[config.mk]
export PLATFORM = sky130hd
export DESIGN_NAME = ahb_lite_regbank_slave
export DESIGN_NICKNAME = d
export VERILOG_FILES = /design/src/rtl/ahb_pkg.sv /design/src/rtl/ahb_byte_lane_gen.sv /design/src/rtl/ahb_lite_regbank_slave.sv
export SDC_FILE = /design/constraint.sdc
export NUM_CORES = 1
export LEC_CHECK = 0
export ABC_AREA = 1
export CAP_MARGIN = 20
export CORE_AREA = 2 2 242 244
export CTS_BUF_LIST = sky130_fd_sc_hd__clkbuf_16
export CTS_CLUSTER_SIZE = 28
export DETAILED_ROUTE_END_ITERATION = 6
export DIE_AREA = 0 0 244 246
export PLACE_DENSITY = 0.58
export SLEW_MARGIN = 10
export SYNTH_ARGS = -nofsm -noshare
export SYNTH_HDL_FRONTEND = slang
export SYNTH_HIERARCHICAL = 1
export SYNTH_SLANG_ARGS = --single-unit
[constraint.sdc]
create_clock -name HCLK -period 4.3 [get_ports HCLK]
set_input_delay 0.86 -clock HCLK [delete_from_list [all_inputs] [get_ports HCLK]]
set_output_delay 0.86 -clock HCLK [all_outputs]
set_load 0.005 [all_outputs]
[src/rtl/ahb_pkg.sv]
// Shared AHB-Lite types and helpers for the register-bank slave.
package ahb_pkg;

  typedef enum logic [1:0] {
    HTRANS_IDLE   = 2'b00,
    HTRANS_BUSY   = 2'b01,
    HTRANS_NONSEQ = 2'b10,
    HTRANS_SEQ    = 2'b11
  } htrans_e;

  typedef enum logic [2:0] {
    HSIZE_BYTE  = 3'd0,
    HSIZE_HALF  = 3'd1,
    HSIZE_WORD  = 3'd2,
    HSIZE_DWORD = 3'd3
  } hsize_e;

  localparam logic HRESP_OKAY  = 1'b0;
  localparam logic HRESP_ERROR = 1'b1;

  typedef enum logic [2:0] {
    S_IDLE = 3'd0,
    S_WAIT = 3'd1,
    S_DATA = 3'd2,
    S_ERR1 = 3'd3,
    S_ERR2 = 3'd4
  } slv_state_e;

  // Byte-lane mask for a transfer of 2**size bytes starting at byte offset lo,
  // for buses up to 64 bits wide. Sizes wider than a doubleword give no lanes.
  function automatic logic [7:0] lane_mask(input logic [2:0] size, input logic [2:0] lo);
    logic [7:0] base;
    case (size)
      HSIZE_BYTE:  base = 8'h01;
      HSIZE_HALF:  base = 8'h03;
      HSIZE_WORD:  base = 8'h0F;
      HSIZE_DWORD: base = 8'hFF;
      default:     base = 8'h00;
    endcase
    return base << lo;
  endfunction

endpackage

[src/rtl/ahb_byte_lane_gen.sv]
// Maps (HSIZE, low address bits) to a byte-lane strobe and a misalignment flag.
module ahb_byte_lane_gen
  import ahb_pkg::*;
#(
  parameter int DATA_W = 32,
  parameter int NB     = DATA_W / 8,
  parameter int BL     = $clog2(NB)
) (
  input  logic [2:0]    hsize_i,
  input  logic [BL-1:0] addr_lo_i,
  output logic [NB-1:0] strb_o,
  output logic          misalign_o
);

  logic [2:0] lo3;
  logic [7:0] mask8;
  logic       unused_mask;

  assign lo3         = 3'(addr_lo_i);
  assign mask8       = lane_mask(hsize_i, lo3);
  assign strb_o      = mask8[NB-1:0];
  assign unused_mask = ^mask8;

  // A transfer is misaligned when the offset is not a multiple of its size.
  always_comb begin
    misalign_o = 1'b0;
    case (hsize_i)
      HSIZE_BYTE:  misalign_o = 1'b0;
      HSIZE_HALF:  misalign_o = lo3[0];
      HSIZE_WORD:  misalign_o = |lo3[1:0];
      HSIZE_DWORD: misalign_o = |lo3;
      default:     misalign_o = 1'b1;
    endcase
  end

endmodule

[src/rtl/ahb_lite_regbank_slave.sv]
// Parametrised AHB-Lite register bank: byte-lane writes, optional wait states,
// read-only registers sourced from reg_i, and a two-cycle ERROR response.
//
// Handshake: an address phase is taken when HSEL & HREADY & HTRANS is NONSEQ/SEQ
// and the slave is in a ready state (IDLE, DATA or ERR2). Its data phase ends on
// the first cycle with HREADYOUT=1; HRESP qualifies that cycle, and HRDATA is
// only meaningful (non-zero) in the DATA cycle of a read.
module ahb_lite_regbank_slave
  import ahb_pkg::*;
#(
  parameter int                   DATA_W      = 32,
  parameter int                   NUM_REGS    = 8,
  parameter int                   ADDR_W      = 12,
  parameter int                   WAIT_STATES = 0,
  parameter logic [NUM_REGS-1:0]  RO_MASK     = '0,
  parameter logic [DATA_W-1:0]    RESET_VAL   = '0
) (
  input  logic                         HCLK,
  input  logic                         HRESETn,
  input  logic                         HSEL,
  input  logic [ADDR_W-1:0]            HADDR,
  input  logic [1:0]                   HTRANS,
  input  logic                         HWRITE,
  input  logic [2:0]                   HSIZE,
  input  logic                         HREADY,
  input  logic [DATA_W-1:0]            HWDATA,
  output logic [DATA_W-1:0]            HRDATA,
  output logic                         HREADYOUT,
  output logic                         HRESP,
  output logic [NUM_REGS*DATA_W-1:0]   reg_o,
  input  logic [NUM_REGS*DATA_W-1:0]   reg_i,
  output logic [NUM_REGS-1:0]          wr_pulse_o,
  output logic [NUM_REGS-1:0]          rd_pulse_o,
  output logic [2:0]                   dbg_state_o
);

  localparam int NB      = DATA_W / 8;
  localparam int BL      = $clog2(NB);
  localparam int IDX_W   = ADDR_W - BL;
  localparam int RIDX_W  = (NUM_REGS > 1) ? $clog2(NUM_REGS) : 1;
  localparam logic [IDX_W:0]        NUM_REGS_W = (IDX_W+1)'(NUM_REGS);
  localparam logic [2:0]            BL3        = 3'(BL);
  localparam logic [3:0]            WS_LOAD    = (WAIT_STATES > 0) ? 4'(WAIT_STATES - 1) : 4'd0;
  localparam logic [NUM_REGS-1:0]   ONE        = 1;

  slv_state_e          state_q;
  logic [3:0]          cnt_q;
  logic                hreadyout_q;
  logic                hresp_q;
  logic [RIDX_W-1:0]   idx_q;
  logic [NB-1:0]       strb_q;
  logic                write_q;
  logic [NUM_REGS-1:0] wr_pulse_q;
  logic [DATA_W-1:0]   regs_q [NUM_REGS];
  logic [DATA_W-1:0]   ro_src [NUM_REGS];
  logic [DATA_W-1:0]   wr_word_d;

  // Address-phase decode
  logic [IDX_W-1:0]  a_idx;
  logic [RIDX_W-1:0] a_ridx;
  logic [NB-1:0]     a_strb;
  logic              a_misalign;
  logic              a_in_range;
  logic              a_err;
  logic              ready_state;
  logic              accept;
  logic              wr_en;
  logic              rd_active;

  assign a_idx       = HADDR[ADDR_W-1:BL];
  assign a_ridx      = a_idx[RIDX_W-1:0];
  assign a_in_range  = ({1'b0, a_idx} < NUM_REGS_W);
  assign a_err       = !a_in_range || (HSIZE > BL3) || a_misalign ||
                       (HWRITE && a_in_range && RO_MASK[a_ridx]);
  assign ready_state = (state_q == S_IDLE) || (state_q == S_DATA) || (state_q == S_ERR2);
  assign accept      = HSEL && HREADY && ready_state &&
                       ((HTRANS == HTRANS_NONSEQ) || (HTRANS == HTRANS_SEQ));

  ahb_byte_lane_gen #(.DATA_W(DATA_W)) u_lane_gen (
    .hsize_i    (HSIZE),
    .addr_lo_i  (HADDR[BL-1:0]),
    .strb_o     (a_strb),
    .misalign_o (a_misalign)
  );

  // Transfer sequencer: address accept, wait-state countdown, two-cycle error.
  always_ff @(posedge HCLK or negedge HRESETn) begin
    if (!HRESETn) begin
      state_q     <= S_IDLE;
      cnt_q       <= 4'd0;
      hreadyout_q <= 1'b1;
      hresp_q     <= HRESP_OKAY;
      idx_q       <= '0;
      strb_q      <= '0;
      write_q     <= 1'b0;
    end else begin
      case (state_q)
        S_WAIT: begin
          if (cnt_q == 4'd0) begin
            state_q     <= S_DATA;
            hreadyout_q <= 1'b1;
          end else begin
            cnt_q <= cnt_q - 4'd1;
          end
        end
        S_ERR1: begin
          state_q     <= S_ERR2;
          hreadyout_q <= 1'b1;
          hresp_q     <= HRESP_ERROR;
        end
        default: begin
          // IDLE, DATA and ERR2 all present HREADYOUT=1, so a new address may land here.
          if (accept) begin
            if (a_err) begin
              state_q     <= S_ERR1;
              hreadyout_q <= 1'b0;
              hresp_q     <= HRESP_ERROR;
              write_q     <= 1'b0;
            end else begin
              idx_q   <= a_ridx;
              strb_q  <= a_strb;
              write_q <= HWRITE;
              hresp_q <= HRESP_OKAY;
              if (WAIT_STATES > 0) begin
                state_q     <= S_WAIT;
                cnt_q       <= WS_LOAD;
                hreadyout_q <= 1'b0;
              end else begin
                state_q     <= S_DATA;
                hreadyout_q <= 1'b1;
              end
            end
          end else begin
            state_q     <= S_IDLE;
            hreadyout_q <= 1'b1;
            hresp_q     <= HRESP_OKAY;
          end
        end
      endcase
    end
  end

  assign wr_en     = (state_q == S_DATA) && write_q;
  assign rd_active = (state_q == S_DATA) && !write_q;

  // Merge the selected byte lanes of HWDATA into the addressed register.
  always_comb begin
    wr_word_d = regs_q[idx_q];
    for (int b = 0; b < NB; b++) begin
      if (strb_q[b]) wr_word_d[8*b +: 8] = HWDATA[8*b +: 8];
    end
  end

  // Register storage and write pulse; commits at the end of the write DATA cycle.
  always_ff @(posedge HCLK or negedge HRESETn) begin
    if (!HRESETn) begin
      for (int i = 0; i < NUM_REGS; i++) regs_q[i] <= RESET_VAL;
      wr_pulse_q <= '0;
    end else begin
      if (wr_en) regs_q[idx_q] <= wr_word_d;
      wr_pulse_q <= wr_en ? (ONE << idx_q) : '0;
    end
  end

  for (genvar i = 0; i < NUM_REGS; i++) begin : g_flat
    assign ro_src[i]                  = reg_i[i*DATA_W +: DATA_W];
    assign reg_o[i*DATA_W +: DATA_W]  = regs_q[i];
  end

  // Read data is driven only during a read DATA cycle; a write committed on the
  // previous edge is already in regs_q, so back-to-back reads see the new value.
  assign HRDATA      = rd_active ? (RO_MASK[idx_q] ? ro_src[idx_q] : regs_q[idx_q]) : '0;
  assign rd_pulse_o  = rd_active ? (ONE << idx_q) : '0;
  assign wr_pulse_o  = wr_pulse_q;
  assign HREADYOUT   = hreadyout_q;
  assign HRESP       = hresp_q;
  assign dbg_state_o = state_q;

endmodule

# --- Word-level counts from Yosys, hierarchy flattened ---
# Memory sizes are Yosys's and may differ from the RTL's.
# Index checks and enable logic that the tools add are counted.
totals:
  in_bits: 310
  output_inout_bits: 309
  reg_bits: 281
  n_memories: 2
  rom_bits: 16
  elab_cells: 99
classes:
  magnitude_cmp: 6
  n_bitwise: 4
  n_shift: 2
  n_eq_ne: 10
  n_reduce_logical: 25
  add_sub_neg: 1
  n_mux: 33
memory_table:
  columns: ["name", "depth", "width", "read_ports", "rd_clocked_by_memory_dff", "write_ports", "line", "rtl"]
  rows:
  - ["(name not given)", 8, 1, 1, 0, 0, "ahb_lite_regbank_slave.sv:172", "assign HRDATA = rd_active ? (RO_MASK[idx_q] ? ro_src[idx_q] : regs_q[idx_q]) : '0;"]
  - ["(name not given)", 8, 1, 1, 0, 0, "ahb_lite_regbank_slave.sv:74", "(HWRITE && a_in_range && RO_MASK[a_ridx]);"]
ops:
  columns: ["op", "n"]
  rows:
  - ["bitwise mux 256 bit", 1]
  - ["two-way mux 32 bit", 7]
  - ["binary-select mux 32 bit (select 3 bit)", 2]
  - ["demux 32 bit (select 3 bit)", 1]
  - ["two-way mux 8 bit", 6]
  - ["case mux 8 bit (4 select lines)", 1]
  - ["== test 3 x 2 -> 1 bit, second input constant", 4]
  - ["< comparator 10 x 4 -> 1 bit, second input constant", 1]
  - ["two-way mux 1 bit", 9]
  - ["logical AND 1 bit", 8]
  - ["< comparator 3 x 4 -> 1 bit, second input constant", 2]
  - ["<< shifter 1 x 3 -> 8 bit, first input constant", 1]
  - ["<< shifter 8 x 2 -> 4 bit", 1]
  - ["== test 3 x 1 -> 1 bit, second input constant", 2]
  - ["logical NOT 3 bit", 2]
  - ["logical OR 1 bit", 6]
  - ["two-way mux 3 bit", 2]
  - ["case mux 3 bit (2 select lines)", 1]
  - ["OR reduction 2 bit", 3]
  - ["== test 2 bit, second input constant", 2]
  - ["greater-or-equal comparator 4 bit, second input constant", 1]
  - ["logical NOT 4 bit", 1]
  - ["< comparator 4 x 1 -> 1 bit, second input constant", 1]
  - ["inverter 3 -> 4 bit", 1]
  - ["10 further kinds", 15]

# --- Longest topological paths before layout ---
depth:
  depth_word: 8
  depth_mapped: 10
  ltp_nobuf: 9

# --- Cells and area by module ---
# The synthesis kept the hierarchy.
modules_own_cells:
  columns: ["mod", "area_per_inst_um2", "cells_each", "instances", "seq_area_each_um2"]
  rows:
  - ["ahb_lite_regbank_slave", 14855.5, 2117, 1, 7033.0]
  - ["ahb_byte_lane_gen", 93.8, 24, 1, 0.0]

# --- Worst setup path before layout ---
# Ideal clock, no wire load.
synth_path:
  kind: "register to output"
  from: "reg idx_q[0]"
  to: "out HRDATA[26]"
  path_buffers: 2
  stages_incl_launch_ff: 9
  slack_ps: 2170
  t_arrival_ps: 1270
  t_required_ps: 3440
  cell_sequence: "dfrtp_1 -> inv_1 -> buf_4 -> buf_1 -> nand2_1 -> nand3_1 -> nand2_1 -> nor2_1 -> nor2_1"
synth_via:
  elab_chain_cells: 6
  elab_cells_between_ends: 11
  cone_classes: "9 x mux; 1 x bitwise; 1 x memory"
synth_lines:
  columns: ["item", "line", "rtl"]
  rows:
  - ["start: declaration", "ahb_lite_regbank_slave.sv:50", "logic [RIDX_W-1:0] idx_q;"]
  - ["start signal: assignment", "ahb_lite_regbank_slave.sv:120", "idx_q <= a_ridx;"]
  - ["inverter 3 -> 4 bit (not written as such)", "ahb_lite_regbank_slave.sv:172", null]
  - ["binary-select mux 32 bit (select 3 bit)", "ahb_lite_regbank_slave.sv:172", null]
  - ["two-way mux 32 bit (not written as such) (2 in a row)", "ahb_lite_regbank_slave.sv:172", null]
  - ["two-way mux 32 bit * (2 in a row)", "ahb_lite_regbank_slave.sv:172", null]
  - ["end: declaration", "ahb_lite_regbank_slave.sv:27", "output logic [DATA_W-1:0] HRDATA,"]
# Every way passes the cells marked *; elsewhere a longest branch is shown, timed or not. The select of a mux whose other input is x is not followed.

# --- Final worst setup path ---
layout_path:
  from: "reg idx_q[2]"
  to: "out HRDATA[0]"
# The elaborated chain is that of the path after synthesis.

==> results by group <==
Synth
  • Main flop type after synthesis: dfrtp_1
  • Mapped Avg Cell Area: 6.982 um2
  • Most frequent cell after synthesis: nand2_1
  • Synth Instances: 2141
  • Area leader, netlist: dfrtp_1
  • Syn nets: 2452
  • Yosys warnings: 6
  • Synth Cell Area: 14950 um2
  • Unique masters post-synth: 24
  • Commonest cells post-synth: 875 x nand2_1, 389 x nand3_1, 280 x dfrtp_1
  • Main area contributors after synthesis: dfrtp_1 47%, nand2_1 22%, nand3_1 13%, inv_1 6.9%, nor2_1 1.9%
  • Top-area cell type share of the netlist area: 46.87%
  • Asr flop ratio synth: 100.0%
  • Seq/Total Area, Yosys: 47.05%
  • Seq cells post-synth: 281
  • EDFF count, synth: 0

CTS
  • CTS root buf: clkbuf_16
  • CTS Buf Count: 36
  • Post-CTS setup buffers: 0
  • H-tree Lvls: 2
  • Clk pin slew, worst setup/hold paths: 0.06 ns
  • CTS tree: done
  • Hold-fix buffers, CTS: 0
  • Skew-Pair Late Insertion Delay: 0.57 ns
  • Clock Path Buffers: 3
  • Clock Sinks: 281
  • CTS resizes: 0

Worst setup path
  • Critical Path RT: 3.44 ns
  • Max incr delay on CP: 0.57 ns
  • Crit path DAT: 2.97 ns
  • R2R cell count: 8
  • CP max stage cell: clkdlybuf4s50_1
  • Reg-to-Reg End: reg_o[135]$_DFFE_PN0P_
  • Crit-path cells: inv_2, nor2_4, buf_12, nand3_1, nand2_1, nor2_1, nor2_1, clkdlybuf4s50_1
  • Crit Path Max Fanout: 21
  • CP Launch Type: flop
  • Crit path kind: reg2out
  • WP buf/inv: 3
  • Critical Path End Type: output pin
  • R2R Setup Slk: 1.61 ns
  • Worst flop-to-flop path startpoint: idx_q[2]$_DFFE_PN0P_
  • Cell type group with the largest total delay on the critical path: simple AND/OR/NAND/NOR gates
  • Crit-path most repeated cell: nor2_1

Route
  • ANT nets after route: 0
  • # DRC: 0
  • DR vias/cell: 4.824
  • Post-Route WL: 67.19 mm
  • Vias: 15.59k
  • WL/cell: 20.79 um
  • Initial drt markers: 1636
  • DRT Pass-1 Iters: 5

Timing
  • Setup violators final: 0
  • Slew margin rel.: 25.86%
  • FMAX: 261.3 MHz
  • Final Cycle Share: 89.01%
  • RSZ-0062 raised after global routing: false
  • Max-slew violations: 0
  • Hold Vio Cnt, Final: 0
  • Final Skew: 0.03046 ns
  • Slew @ Worst Pin: 1.110 ns
  • Setup TNS Final: 0 ns
  • Crit path time final: 3.828 ns

Final layout
  • Area grow syn2layout: 36.28%
  • Layout cell share with drive strength beyond 1: 6.975%
  • Non-filler cells, final: 3231
  • Final-stage net count: 2751
  • Post-route cell area: 20370 um2
  • Core Util, Final: 35.52%
  • Antenna diode count: 0

Floorplanning
  • Initial Util: 26.06%
  • Core Box Area: 57370 um2
  • Die area: 60020 um2
  • Die width: 244 um
  • DIE HEIGHT: 246 um
  • I/O pin cnt: 619
  • Row count: 88

Power and ir drop
  • Peak supply drop: 0.2222 mV
  • PwrDens: 340.2 nW/um2
  • Pwr Total: 6930 uW
  • Leak Pwr: 0.01086 uW

Place
  • Port bufs: 361
  • Dpl cells: 3167
  • GPL Wtd Cong: 0.8768
  • Dpl hpwl: 41.89 mm
  • Placed standard-cell area: 19260 um2

Global routing
  • Vias in the first global route: 15.06k
  • Largest net degree at the start of global routing: 137
  • GR Util All Layers: 21.96%
  • Total grt overflow: 0
  • Antenna violations before repair: 2
  • First-pass GRT wire length: 98.24 mm

Hold path
  • Worst hold path class: in2async

Outcome
  • Status: completed

Flow run
  • Max_cap viols: 0
## sequential cells by signal, indices dropped and copies added (netlist names)
register,count
HRESP,1
strb_q,4
reg_o,256
cnt_q,4
write_q,1
wr_pulse_o,8
HREADYOUT,1
dbg_state_o,3
idx_q,3
## cell families (layout without fill, tap and decap cells)
family                   after synthesis  count (layout)  share of synthesized area, %
adder cells (fa/ha/maj)                1               1                       0.08368
AO/OA/AOI/OAI                         13              13                        0.4351
XOR/XNOR                               2               2                        0.1172
flip-flops                           281             281                         47.05
AND/OR/NAND/NOR                     1423            1423                         40.87
buffers and inverters                421             746                         11.45
## per-layer routing
metal | global-route usage (%) | wire, um
met1 | 29.25 | 28210
met5 | 0 | 30
met3 | 6.830 | 7609
met2 | 33.35 | 28850
met4 | 8.106 | 2490
## area by class of cell
type,count,area (um2)
clock inverters,28,214.0
multi-input cells,1439,6222
clock buffers,36,900.9
repair buffers,392,3951
inverters,290,1091
fillers,6014,36990
flip-flops and latches,281,7037
well taps,765,957.2
## metrics by stage
stage	hold slack, ns	setup slack [ns]
2_1_floorplan	0.4523	2.170
3_3_place_gp	0.4662	1.030
3_5_place_dp	0.4626	1.037
4_1_cts	0.4437	0.4191
5_1_grt	0.4493	0.3674
6_report	0.3665	0.4724
## layout by cell type (no fill, tap or decap), types with 2 or more instances in the layout
cell type / n
buf_12: 8
clkinv_2: 8
clkinvlp_4: 2
inv_1: 282
xor2_1: 2
bufinv_16: 2
o21ai_0: 11
inv_2: 14
nand2_1: 874
nand2_2: 26
clkinv_1: 5
or2_2: 32
nand3_1: 389
clkbuf_16: 36
buf_4: 23
nor2_1: 77
clkdlybuf4s50_1: 360
nor3_1: 11
dfrtp_1: 279
nor2_4: 3
nor3_4: 8
## power by group
group / internal [uW] / switching [uW] / total [uW] / leakage (uW)
logic: 517 / 558 / 1080 / 0.00763
clock network: 1660 / 1280 / 2940 / 0.000578
registers: 2780 / 139 / 2920 / 0.00265
## worst max-delay path by stage
stage,slack [ns],depth (start not counted),to,startpoint
6_report,0.47,8,HRDATA[0],idx_q[2]$_DFFE_PN0P_
3_3_place_gp,1.03,8,HRDATA[0],idx_q[2]$_DFFE_PN0P_
4_1_cts,0.42,8,HRDATA[0],idx_q[2]$_DFFE_PN0P_
3_5_place_dp,1.04,8,HRDATA[0],idx_q[2]$_DFFE_PN0P_
2_1_floorplan,2.17,8,HRDATA[26],idx_q[0]$_DFFE_PN0P_
5_1_grt,0.37,8,HRDATA[0],idx_q[2]$_DFFE_PN0P_
Note: power is estimated with default switching activity, not from simulation.
